$ cat config.mk
export PLATFORM = sky130hd
export DESIGN_NAME = traffic_light_ctrl
export DESIGN_NICKNAME = d
export VERILOG_FILES = /design/src/rtl/traffic_light_ctrl.sv
export SDC_FILE = /design/constraint.sdc
export NUM_CORES = 1
export LEC_CHECK = 0
export BUFFER_PORTS_ARGS = -buffer_cell sky130_fd_sc_hd__clkbuf_2
export CELL_PAD_IN_SITES_DETAIL_PLACEMENT = 2
export CELL_PAD_IN_SITES_GLOBAL_PLACEMENT = 2
export CORE_MARGIN = 10
export CORE_UTILIZATION = 25
export CTS_CLUSTER_DIAMETER = 120
export DETAILED_ROUTE_END_ITERATION = 7
export HOLD_SLACK_MARGIN = 0.05
export PLACE_DENSITY = 0.63
export SLEW_MARGIN = 10
export SYNTH_ARGS = -nofsm -noshare
export SYNTH_HDL_FRONTEND = slang
export SYNTH_SLANG_ARGS = --single-unit
$ cat constraint.sdc
create_clock -name clk -period 5.29 [get_ports clk]
set_clock_uncertainty 0.15 [all_clocks]
set_input_delay 0 -clock clk [delete_from_list [all_inputs] [get_ports clk]]
set_output_delay 0 -clock clk [all_outputs]
set_load 0.05 [all_outputs]
$ cat src/rtl/traffic_light_ctrl.sv
// Single-intersection traffic-light controller with a pedestrian phase and a tick prescaler.
// Optional night mode (forced yellow blinking) is built when TLC_NIGHT_MODE_EN is defined.
module traffic_light_ctrl #(
    parameter int TICK_DIV      = 50_000_000,
    parameter int CNT_W         = 8,
    parameter int T_GREEN       = 15,
    parameter int T_GREEN_MIN   = 5,
    parameter int T_GREEN_BLINK = 6,
    parameter int T_YELLOW      = 4,
    parameter int T_RED         = 11,
    parameter int T_RED_YELLOW  = 6,
    parameter int T_WALK        = 11,
    parameter int BLINK_HALF    = 1
) (
    input  logic       clk,
    input  logic       reset,
    input  logic       button,
`ifdef TLC_NIGHT_MODE_EN
    input  logic       night,
`endif
    output logic       lamp_red,
    output logic       lamp_yellow,
    output logic       lamp_green,
    output logic       walk,
    output logic       req_pending,
    output logic [2:0] state
);

    typedef enum logic [2:0] {
        S_YELLOW       = 3'd0,
        S_YELLOW_BLINK = 3'd1,
        S_GREEN        = 3'd2,
        S_GREEN_BLINK  = 3'd3,
        S_RED          = 3'd4,
        S_RED_YELLOW   = 3'd5,
        S_WALK         = 3'd6
    } state_t;

    localparam int PW = (TICK_DIV > 1) ? $clog2(TICK_DIV) : 1;
    localparam int BW = (BLINK_HALF > 1) ? $clog2(BLINK_HALF) : 1;

    localparam logic [PW-1:0]    PRESC_MAX  = PW'(TICK_DIV - 1);
    localparam logic [PW-1:0]    PRESC_ONE  = PW'(32'd1);
    localparam logic [BW-1:0]    BC_MAX     = BW'(BLINK_HALF - 1);
    localparam logic [BW-1:0]    BC_ONE     = BW'(32'd1);
    localparam logic [CNT_W-1:0] PC_ONE     = CNT_W'(32'd1);
    localparam logic [CNT_W-1:0] G_LAST     = CNT_W'(T_GREEN - 1);
    localparam logic [CNT_W-1:0] G_MIN_LAST = CNT_W'(T_GREEN_MIN - 1);
    localparam logic [CNT_W-1:0] GB_LAST    = CNT_W'(T_GREEN_BLINK - 1);
    localparam logic [CNT_W-1:0] Y_LAST     = CNT_W'(T_YELLOW - 1);
    localparam logic [CNT_W-1:0] R_LAST     = CNT_W'(T_RED - 1);
    localparam logic [CNT_W-1:0] RY_LAST    = CNT_W'(T_RED_YELLOW - 1);
    localparam logic [CNT_W-1:0] W_LAST     = CNT_W'(T_WALK - 1);

    logic [PW-1:0]    presc_r;
    logic             tick_s;
    logic [2:0]       state_r;
    state_t           state_nx_s;
    logic             change_s;
    logic [CNT_W-1:0] pc_r, pc_nx_s;
    logic             blink_r, blink_nx_s;
    logic [BW-1:0]    bc_r, bc_nx_s;
    logic             req_r, req_nx_s;
    logic [2:0]       btn_sync_r;
    logic             press_s;
    logic             night_s;
    logic             in_blink_s;

`ifdef TLC_NIGHT_MODE_EN
    logic [1:0] night_sync_r;

    // Two-flop synchroniser for the asynchronous night request.
    always_ff @(posedge clk) begin
        if (reset) begin
            night_sync_r <= 2'b00;
        end else begin
            night_sync_r <= {night_sync_r[0], night};
        end
    end
    assign night_s = night_sync_r[1];
`else
    assign night_s = 1'b0;
`endif

    // Tick prescaler: wraps at TICK_DIV-1, tick marks the wrap cycle.
    always_ff @(posedge clk) begin
        if (reset) begin
            presc_r <= {PW{1'b0}};
        end else if (tick_s) begin
            presc_r <= {PW{1'b0}};
        end else begin
            presc_r <= presc_r + PRESC_ONE;
        end
    end
    assign tick_s = (presc_r == PRESC_MAX);

    // Button is active-low; the third stage turns a held press into a single pulse.
    always_ff @(posedge clk) begin
        if (reset) begin
            btn_sync_r <= 3'b000;
        end else begin
            btn_sync_r <= {btn_sync_r[1:0], ~button};
        end
    end
    assign press_s = btn_sync_r[1] & ~btn_sync_r[2];

    // Next-state decision; every timed transition waits for a tick, code 7 recovers at once.
    always_comb begin
        state_nx_s = S_YELLOW_BLINK;
        if (tick_s && night_s) begin
            state_nx_s = S_YELLOW_BLINK;
        end else begin
            case (state_r)
                S_YELLOW_BLINK: state_nx_s = tick_s ? S_GREEN : S_YELLOW_BLINK;
                S_GREEN: begin
                    if (tick_s && ((pc_r == G_LAST) || (req_r && (pc_r >= G_MIN_LAST)))) begin
                        state_nx_s = S_GREEN_BLINK;
                    end else begin
                        state_nx_s = S_GREEN;
                    end
                end
                S_GREEN_BLINK:  state_nx_s = (tick_s && (pc_r == GB_LAST)) ? S_YELLOW : S_GREEN_BLINK;
                S_YELLOW:       state_nx_s = (tick_s && (pc_r == Y_LAST)) ? S_RED : S_YELLOW;
                S_RED: begin
                    if (tick_s && req_r) begin
                        state_nx_s = S_WALK;
                    end else if (tick_s && (pc_r == R_LAST)) begin
                        state_nx_s = S_RED_YELLOW;
                    end else begin
                        state_nx_s = S_RED;
                    end
                end
                S_WALK:         state_nx_s = (tick_s && (pc_r == W_LAST)) ? S_RED_YELLOW : S_WALK;
                S_RED_YELLOW:   state_nx_s = (tick_s && (pc_r == RY_LAST)) ? S_GREEN : S_RED_YELLOW;
                default:        state_nx_s = S_YELLOW_BLINK;
            endcase
        end
    end

    assign change_s   = (state_nx_s != state_r);
    assign in_blink_s = (state_r == S_YELLOW_BLINK) || (state_r == S_GREEN_BLINK);

    // Phase counter, blink phase and request latch updates.
    always_comb begin
        pc_nx_s    = pc_r;
        blink_nx_s = blink_r;
        bc_nx_s    = bc_r;
        req_nx_s   = req_r;
        if (change_s) begin
            pc_nx_s    = {CNT_W{1'b0}};
            blink_nx_s = 1'b1;
            bc_nx_s    = {BW{1'b0}};
        end else if (tick_s) begin
            pc_nx_s = pc_r + PC_ONE;
            if (in_blink_s && (bc_r == BC_MAX)) begin
                blink_nx_s = ~blink_r;
                bc_nx_s    = {BW{1'b0}};
            end else if (in_blink_s) begin
                bc_nx_s = bc_r + BC_ONE;
            end else begin
                bc_nx_s = bc_r;
            end
        end else begin
            pc_nx_s = pc_r;
        end
        // WALK entry wins over a coincident press, which is therefore dropped.
        if (change_s && (state_nx_s == S_WALK)) begin
            req_nx_s = 1'b0;
        end else if (tick_s && night_s) begin
            req_nx_s = 1'b0;
        end else if (press_s && (state_r != S_WALK) && (state_r != S_YELLOW_BLINK)) begin
            req_nx_s = 1'b1;
        end else begin
            req_nx_s = req_r;
        end
    end

    // Controller state registers.
    always_ff @(posedge clk) begin
        if (reset) begin
            state_r <= S_YELLOW_BLINK;
            pc_r    <= {CNT_W{1'b0}};
            blink_r <= 1'b1;
            bc_r    <= {BW{1'b0}};
            req_r   <= 1'b0;
        end else begin
            state_r <= state_nx_s;
            pc_r    <= pc_nx_s;
            blink_r <= blink_nx_s;
            bc_r    <= bc_nx_s;
            req_r   <= req_nx_s;
        end
    end

    // Lamp decode straight from the state register.
    always_comb begin
        lamp_red    = 1'b0;
        lamp_yellow = 1'b0;
        lamp_green  = 1'b0;
        walk        = 1'b0;
        case (state_r)
            S_YELLOW:       lamp_yellow = 1'b1;
            S_YELLOW_BLINK: lamp_yellow = blink_r;
            S_GREEN:        lamp_green  = 1'b1;
            S_GREEN_BLINK:  lamp_green  = blink_r;
            S_RED:          lamp_red    = 1'b1;
            S_RED_YELLOW: begin
                lamp_red    = 1'b1;
                lamp_yellow = 1'b1;
            end
            S_WALK: begin
                lamp_red = 1'b1;
                walk     = 1'b1;
            end
            default: lamp_red = 1'b0;
        endcase
    end

    assign req_pending = req_r;
    assign state       = state_r;

endmodule
==> flow_summary.json <==
{
  "fin_cells": 366,
  "drt-wirelength-per-cell_um": 14.6,
  "first_pass_iters": 2,
  "clkLatencyLatePin_ns": 0.29,
  "core.rowCount": 34,
  "hold_viol_final": 0,
  "critical_path.endpoint_type": "flip-flop",
  "netlist_area_um2": 2200,
  "pin_count": 11,
  "crit_required_ns": 5.30,
  "nets": 266,
  "yosys_most_used_dff": "dfxtp_1",
  "overflow": 0,
  "r2r_end": "presc_r[16]",
  "rsz0062_at_grt": "no",
  "finalCritPeriodShare_pct": 51.9,
  "ys_ff_latch": 43,
  "cpPeakStageDelay_ns": 0.74,
  "drc": 0,
  "clk_transition_reported_paths_ns": 0.08,
  "setup_ws_ns": 2.55,
  "cts_buffer_depth": 2,
  "ant_nets": 0,
  "yosys.area.top_type": "dfxtp_1",
  "path_class": "flip-flop to flip-flop",
  "r2r_slack_ns": 2.55,
  "synth_seq_area_share_pct": 39.1,
  "drt_wl_total_um": 5330,
  "slew_violations": 0,
  "grt_usage_pct": 8.31,
  "holdWs_ns": 0.295,
  "final_area_um2": 2430,
  "dpl_cell_area_um2": 2290,
  "die_x_um": 114,
  "synth_enable_flop_cells": 0,
  "ys_warn_count": 0,
  "slew_headroom_pct": 39.6,
  "tightest_slew_ns": 0.903,
  "synth_commonest_cells": "nor2_1 (44), dfxtp_1 (43), xor2_1 (25), nand2_1 (21), nand3_1 (15)",
  "setup_viol_count_final": 0,
  "die_h_um": 114,
  "maxCapViolCount": 0,
  "crit_chain": "ha_1 > and4b_1 > nand3_1 > nor2_1 > or2_2 > nor2_1",
  "vias": 1768,
  "start_kind": "flip-flop",
  "reg2reg_from": "presc_r[0]",
  "arrival_ns": 2.76,
  "port_buffers": 10,
  "grt_pass1_vias": 1800,
  "grt_max_degree": 25,
  "antenna_found_initial": 0,
  "yosysMostFrequentCell": "nor2_1",
  "synthDominantCellAreaShare_pct": 39.1,
  "grt_pass1_wl_um": 8940,
  "syn_inst": 250,
  "cts_root_buf": "clkbuf_8",
  "peakVddDrop_mv": 0.0827,
  "final_layout_size_suffix_gt1_share_pct": 11.2,
  "crit_path_end": "presc_r[16]",
  "tritoncts": "built",
  "place_ws_ns": 2.49,
  "initial_core_util_pct": 25.5,
  "postCtsHoldBufs": 3,
  "synth_cell_type_count": 44,
  "critPathMostFrequentCell": "nor2_1",
  "cp-startpoint": "presc_r[0]",
  "worstPathMaxFanout": 24,
  "post_cts_buffers": 0,
  "crit_slowest_cell": "nor2_1",
  "min_period_ns": 2.74,
  "die-area_um2": 13000,
  "path_buf_inv": 0,
  "via_per_inst": 4.83,
  "first_iter_violations": 40,
  "post-dp-hpwl_um": 3800,
  "synthToLayoutAreaGrowth_pct": 10.2,
  "place.gp.congestion": 0.744,
  "cts_resized": 0,
  "power_density_nw_per_um2": 244,
  "async_flop_share_pct": 0,
  "critical-path-top-delay-family": "simple AND/OR/NAND/NOR gates",
  "core_region_area_um2": 8640,
  "numCtsBuffers": 5,
  "rr_worst_depth": 6,
  "syn_area_per_cell_um2": 8.81,
  "cp.depth": 6,
  "hold_path.class": "flip-flop to flip-flop",
  "fmax_mhz": 364,
  "synthesis.nets": 258,
  "dp.cells": 356,
  "cts_sinks": 43,
  "status": "completed",
  "htree_levels": 2,
  "p_leak_nw": 0.872,
  "diodes": 0,
  "synth_area_leaders": "dfxtp_1 (39%), xor2_1 (9.9%), nor2_1 (7.5%)",
  "tns_ns": 0
}
## report_power, final
group / total [mW] / leakage, nW / switching, mW / internal, mW
Combinational: 0.0136 / 0.473 / 0.00842 / 0.00522
Clock: 0.251 / 0.0513 / 0.112 / 0.139
Sequential: 0.328 / 0.347 / 0.00187 / 0.326
Total: 0.592 / 0.872 / 0.122 / 0.470
## sequential cells by signal, summed over array words and instances (netlist names)
register	count
pc_r	8
btn_sync_r	3
state	3
blink_r	1
req_pending	1
bc_r	1
presc_r	26
## tightest hold or removal path: cells and delay by family (launching register included)
family / cells / cell delay (ns)
buf+inv: 1 / 0.06
simple gates: 1 / 0.04
flops: 1 / 0.30
## layout make-up
cell class	instances	area (um^2)
fillers	993	6210
clock inverters	1	30.0
inverters	5	18.8
flip-flops and latches	43	861
multi-input cells	190	1230
well taps	108	135
clock buffers	6	72.6
repair buffers	13	80.1
## stage by stage
step,utilization [%],total power [mW]
2_1_floorplan,-,0.345
6_report,28.1,0.592
5_1_grt,28.1,0.621
3_3_place_gp,26.6,0.348
3_5_place_dp,26.6,0.349
4_1_cts,28.1,0.604
## logic make-up after synthesis
logic type / Yosys count / share of synthesized area (%)
AOI/OAI and AO/OA: 20 / 5.91
xor gates and xnor gates: 32 / 12.7
adders and majority gates: 5 / 2.84
buffers and inverters: 17 / 5.11
DFF: 43 / 39.1
muxes: 1 / 0.681
and+or+nand+nor: 132 / 33.7
## layout by cell type, fill, tap and decap left out, types with 7 or more instances in the layout
master    synthesis  routed
clkbuf_2          0      10
dfxtp_1          43      43
nand2_1          21      21
nand3_1          15      15
nand4_1           9       9
nor2_1           44      44
xnor2_1           7       7
xor2_1           25      25
## layer usage
metal | global-route usage [%] | share of wire [%] | vias up
li1 | - | - | 869
met1 | 10.5 | 47 | 884
met2 | 13.7 | 49 | 10
met3 | 2.15 | 2.9 | 5
met4 | 2.26 | 0.90 | 0
met5 | 0 | 0 | -
## worst min path at each step
stage	startpoint	endpoint	slack, ns	cells after the start
final	btn_sync_r[1]	btn_sync_r[2]	0.30	2
after CTS	presc_r[0]	presc_r[0]	0.30	1
after global routing	btn_sync_r[1]	btn_sync_r[2]	0.32	2
after detailed placement	button	btn_sync_r[0]	0.02	2
after floorplan	button	btn_sync_r[0]	-0.08	1
after global placement	button	btn_sync_r[0]	0.006	2
Power figures use the tool's default switching activity.
